**config.mk**
```make
export PLATFORM = sky130hd
export DESIGN_NAME = fifo_sync_ctrl
export DESIGN_NICKNAME = d
export VERILOG_FILES = /design/src/rtl/fifo_sync_ctrl.sv
export SDC_FILE = /design/constraint.sdc
export NUM_CORES = 1
export LEC_CHECK = 0
export BUFFER_PORTS_ARGS = -buffer_cell sky130_fd_sc_hd__buf_4
export CAP_MARGIN = 20
export CORE_MARGIN = 10
export CORE_UTILIZATION = 45
export CTS_CLUSTER_DIAMETER = 50
export CTS_CLUSTER_SIZE = 14
export DETAILED_ROUTE_END_ITERATION = 12
export PLACE_DENSITY = 0.85
export SYNTH_ARGS = -nofsm -noshare
export SYNTH_HDL_FRONTEND = slang
export SYNTH_SLANG_ARGS = --single-unit
```
**constraint.sdc**
```tcl
create_clock -name clk -period 3.2 [get_ports clk]
set_clock_uncertainty 0.2 [all_clocks]
set_input_delay 0.48 -clock clk [delete_from_list [all_inputs] [get_ports clk]]
set_output_delay 0.48 -clock clk [all_outputs]
set_load 0.02 [all_outputs]
```
**src/rtl/fifo_sync_ctrl.sv**
```systemverilog
// Single-clock FIFO controller driving an external dual-port memory macro.
// Optional sticky overflow/underflow flags are built in when FIFO_ERR_FLAGS_EN is defined.
module fifo_sync_ctrl #(
    parameter int DSIZE    = 8,
    parameter int ASIZE    = 4,
    parameter int AF_LEVEL = (1 << ASIZE) - 2,
    parameter int AE_LEVEL = 2
) (
    input  logic             clk,
    input  logic             rst,
`ifdef FIFO_ERR_FLAGS_EN
    input  logic             err_clr,
    output logic             overflow,
    output logic             underflow,
`endif
    input  logic             wr_en,
    input  logic [DSIZE-1:0] wr_data,
    output logic             full,
    output logic             almost_full,
    input  logic             rd_en,
    output logic [DSIZE-1:0] rd_data,
    output logic             rd_valid,
    output logic             empty,
    output logic             almost_empty,
    output logic [ASIZE:0]   level,
    output logic             mem_wen,
    output logic [ASIZE-1:0] mem_waddr,
    output logic [DSIZE-1:0] mem_wdata,
    output logic [ASIZE-1:0] mem_raddr,
    input  logic [DSIZE-1:0] mem_rdata
);

    localparam logic [ASIZE:0] AF_TH = (ASIZE+1)'(AF_LEVEL);
    localparam logic [ASIZE:0] AE_TH = (ASIZE+1)'(AE_LEVEL);
    localparam logic [ASIZE:0] PTR_ONE = (ASIZE+1)'(1);

    logic [ASIZE:0] wptr;
    logic [ASIZE:0] rptr;
    logic           push_ok;
    logic           pop_ok;

    // Extra wrap bit distinguishes full from empty when the address bits match.
    always_comb begin
        empty        = (wptr == rptr);
        full         = (wptr[ASIZE] != rptr[ASIZE]) &&
                       (wptr[ASIZE-1:0] == rptr[ASIZE-1:0]);
        level        = wptr - rptr;
        almost_full  = (level >= AF_TH);
        almost_empty = (level <= AE_TH);
        push_ok      = wr_en & ~full & ~rst;
        pop_ok       = rd_en & ~empty & ~rst;
        mem_wen      = push_ok;
        mem_waddr    = wptr[ASIZE-1:0];
        mem_wdata    = wr_data;
        mem_raddr    = rptr[ASIZE-1:0];
    end

    always_ff @(posedge clk) begin
        if (rst) begin
            wptr     <= '0;
            rptr     <= '0;
            rd_data  <= '0;
            rd_valid <= 1'b0;
        end else begin
            if (push_ok)
                wptr <= wptr + PTR_ONE;
            if (pop_ok) begin
                rptr    <= rptr + PTR_ONE;
                rd_data <= mem_rdata;
            end
            rd_valid <= pop_ok;
        end
    end

`ifdef FIFO_ERR_FLAGS_EN
    // A new error in the same cycle takes priority over a clear request.
    always_ff @(posedge clk) begin
        if (rst) begin
            overflow  <= 1'b0;
            underflow <= 1'b0;
        end else begin
            if (wr_en & full)
                overflow <= 1'b1;
            else if (err_clr)
                overflow <= 1'b0;
            if (rd_en & empty)
                underflow <= 1'b1;
            else if (err_clr)
                underflow <= 1'b0;
        end
    end
`endif

endmodule

```
**Word-level counts from Yosys, hierarchy flattened**

Cells that the tools add are included.

- Eq/ne operators: 3
- Muxes and demuxes: 0
- Multipliers: 0
- Div/mod/pow operators: 0
- Bitwise logic cells: 7
- Shift-type cells: 0
- Add/subtract/negate cells: 3
- $lt $le $gt $ge: 2
- Reductions and logical operators: 1

Operators by type and width:

| kind | count |
|---|---|
| adder 5 x 1 -> 5 bit, second input constant | 2 |
| equality test 5 bit | 1 |
| >= comparator 5 x 4 -> 1 bit, second input constant | 1 |
| less-or-equal comparator 5 x 2 -> 1 bit, second input constant | 1 |
| subtractor 5 bit | 1 |
| bitwise AND 1 bit | 4 |
| equality test 4 bit | 1 |
| inverter 1 bit | 3 |
| logical AND 1 bit | 1 |
| inequality test 1 bit | 1 |

- Output and inout port bits: 35
- Flip-flop bits (word level): 19
- Latch bits: 0
- Memory bits (writable): 0
- Memories kept: 0
- Word-level logic and storage cells: 20
- Input port bits: 20
- Memory bits (read-only): 0

**Depth between registers and ports, before layout**

- Word-level depth: 5
- Mapped depth: 8
- Mapped depth without buffers: 8

**Worst setup path after synthesis**

No wires, ideal clock.

- Path kind: reg-to-output
- Start: register rptr[0]
- End: output almost_empty
- Required time: 2520 ps
- Cell stages (with the launch flop): 8
- Setup slack: 391 ps
- Path buffers: 0
- Arrival: 2129 ps
- Path through: dfxtp_1 ha_1 inv_1 fa_1 a21o_1 a21oi_1 xnor2_1 a2111oi_2

- Word-level cells in the longest chain between the ends: 2

RTL lines:

| item | RTL line | source |
|---|---|---|
| start, declared | 38 | `logic [ASIZE:0] rptr;` |
| start signal, assigned | 68 | `rptr <= rptr + PTR_ONE;` |
| subtractor 5 bit | 47 | `level = wptr - rptr;` |
| via level[4] | 25 | `output logic [ASIZE:0] level,` |
| less-or-equal comparator 5 x 2 -> 1 bit | 49 | `almost_empty = (level <= AE_TH);` |
| end, declared | 24 | `output logic almost_empty,` |

The timed path passes the listed nets, and every way through them passes these cells.

**Worst setup path after layout**

- Start: register wptr[0]
- End: output almost_empty

- Word-level cells in the longest chain between the ends: 2

RTL lines:

| item | RTL line | source |
|---|---|---|
| start, declared | 37 | `logic [ASIZE:0] wptr;` |
| start signal, assigned | 66 | `wptr <= wptr + PTR_ONE;` |
| subtractor 5 bit | 47 |  |
| less-or-equal comparator 5 x 2 -> 1 bit | 49 |  |

Every way passes these cells.

==> flow_metrics.tcl <==
set metrics [dict create \
    status "completed" \
    hpwlAfterDp_mm 1.98 \
    grt-ovfl-total 0 \
    ioPinCount 55 \
    max_freq_mhz 328 \
    synth-warning-count 0 \
    grt_pass1_vias 857 \
    die_h_um 68.6 \
    p_leak_nw 0.635 \
    routed_wl_mm 2.40 \
    ys_seq_area_frac 0.358 \
    port_buffers 38 \
    wl_per_cell_um 14.3 \
    globalRouteMet1Util 0.107 \
    rsz0062_at_grt "false" \
    fin_crit_sh 0.952 \
    vdd_ir_drop_max_mv 0.304 \
    gp_congestion 0.782 \
    ys_ff_latch 19 \
    dp_slack_ns 0.433 \
    cell_internal_pwr_w 0.000482 \
    drt_iter0_markers 15 \
    final.min_clock_period_ns 3.05 \
    yosys-top-cells-count "dfxtp_1 (19), nor2_1 (19), buf_4 (17)" \
    yosys.area.top_type_share 0.358 \
    worst-path-max-fanout 4 \
    crit_path_end_kind "output port" \
    tightest_slew_ns 0.326 \
    cts_tree "done" \
    fin_area_um2 1280 \
    grt_start_max_net_pins 21 \
    synth_area_um2 1060 \
    fin_ws_ns 0.153 \
    synth_edf_count 0 \
    path_class "flip-flop to output port" \
    maxCapViolCount 0 \
    dpl_cell_area_um2 1250 \
    stdcell_count 167 \
    cts.sinks 19 \
    firstDrtPassIters 4 \
    floorplan.rows 17 \
    synth_ff_type "dfxtp_1" \
    synth.distinct_cells 24 \
    slew_headroom 0.781 \
    netlist_instances 115 \
    grt_busiest_layer "met2" \
    htreeDepth 1 \
    die_area_um2 4700 \
    worstSetupStartpointType "flip-flop" \
    cp.required_ns 2.52 \
    p_sw_w 0.000308 \
    nNetsFinal 167 \
    grt_usage 0.101 \
    drive_gt1_frac 0.338 \
    setup_tns_ns 0 \
    path_clk_slew_ns 0.10 \
    whs_ns 0.214 \
    combPwrFrac 0.494 \
    clock_power_share 0.151 \
    grt_use_met3 0.0564 \
    num_vias 822 \
    switching_share 0.390 \
    hold_viol 0 \
    drc_errors 0 \
    netlist.top_cell.by_area "dfxtp_1" \
    synth_nets 142 \
    antenna_found_initial 0 \
    insertion_delay_ns 0.29 \
    dp.cells 163 \
    core_um2 2230 \
    synth_area_per_cell_um2 9.24 \
    ant_nets 0 \
    area_growth_pct 20.7 \
    grt_use_met2 0.161 \
    ctsRootBufferMaster "clkbuf_4" \
    p_per_area_nw_per_um2 616 \
    antenna_cells 0 \
    arrival_ns 2.37 \
    cts_made_buffers 3 \
    seq_power_share 0.355 \
    initial_core_util 0.476 \
    cts_buffer_depth 2 \
    hp-class "primary input to flip-flop" \
    setup_viol 0 \
    final-max-slew-violation-count 0 \
    via_per_inst 4.92 \
    nFillCells 208 \
    postCtsSetupBuffers 0 \
    synthTopCellsByArea "dfxtp_1 (36%), buf_4 (12%), mux2i_1 (9.4%), ha_1 (7.1%), nor2_1 (6.7%)" \
    die_w_um 68.6 \
    synthArstFlopShare 0 \
    grt_first_pass_wirelength_mm 3.67 \
]
repair_timing:
| item | 4_1_cts | 5_1_grt |
|---|---|---|
| hold buffers | 0 | 0 |
| endpoints found under the setup margin | 0 | 1 |
| gates resized for setup | 0 | 1 |
placed cells by master, fill, tap and decap left out:
cell and n:
a2111oi_2 1, a21o_1 2, a21oi_1 4, a31o_2 1, a31oi_1 1, and3_1 1
buf_4 39, clkbuf_1 1, clkbuf_4 3, dfxtp_1 18, dfxtp_2 1, fa_1 1
ha_1 6, inv_1 6, mux2i_1 10, nand2_1 2, nand3_1 1, nand4_2 1
nor2_1 19, o211ai_1 3, o21ai_0 3, o21ai_1 2, or3_1 3, xnor2_1 4
xnor2_2 1, xor2_1 5
path summary, 6_finish.rpt:
check,startpoint,end,slack [ns],depth (start not counted)
setup / recovery,wptr[0],almost_empty,0.15,9
hold / removal,mem_rdata[6],rd_data[6],0.21,3
setup reg to reg,rptr[1],rptr[1],1.13,7
hold reg to reg,rd_data[4],rd_data[4],0.31,2
power by group through the flow:
| stage | Combinational [W] | Sequential [W] | Clock (W) |
|---|---|---|---|
| global route | 0.000419 | 0.000286 | 0.000135 |
| CTS | 0.000397 | 0.000280 | 0.000124 |
| floorplan | 0.000254 | 0.000301 | 0 |
| detailed placement | 0.000395 | 0.000285 | 0 |
| global placement | 0.000385 | 0.000283 | 0 |
| finish | 0.000390 | 0.000281 | 0.000119 |
routing by layer:
layer  up-vias  part of all wire
met3         2              0.13
met2        31              0.46
met5         -                 0
met1       372              0.41
met4         0            0.0033
li1        417                 -
sequential cells by signal, summed over array words and instances (netlist names):
name / flops
rd_valid: 1
wptr: 5
rd_data: 8
rptr: 5
stage by stage:
| stage | total power [W] | util |
|---|---|---|
| 2_1_floorplan | 0.000555 | - |
| 3_3_place_gp | 0.000668 | 0.562 |
| 3_5_place_dp | 0.000680 | 0.562 |
| 4_1_cts | 0.000801 | 0.574 |
| 5_1_grt | 0.000840 | 0.574 |
| 6_report | 0.000790 | 0.574 |
cell type report:
class	instances	area, um2	area share
inverter	6	22.5	0.0176
clock buffer	4	26.3	0.0205
multi-input combinational	71	524	0.409
tap	28	35.0	0.0273
timing repair buffer	39	293	0.228
sequential	19	382	0.298
critical path, stage by stage (launching register included):
cell and delay, ns:
dfxtp_1 0.34, inv_1 0.09, ha_1 0.14, inv_1 0.06, fa_1 0.40, a21o_1 0.21
a21oi_1 0.18, xnor2_1 0.14, a2111oi_2 0.31, buf_4 0.20
logic make-up (layout without fill, tap and decap cells):
logic type | Yosys count | in the layout | synth area share
flip-flops | 19 | 19 | 0.358
XOR/XNOR | 10 | 10 | 0.0895
buffers and inverters | 25 | 49 | 0.148
multiplexers | 10 | 10 | 0.0942
AND/OR/NAND/NOR | 27 | 27 | 0.114
AO/OA/AOI/OAI | 17 | 17 | 0.106
adder cells (fa/ha/maj) | 7 | 7 | 0.0895
(Power assumes the default switching activity.)
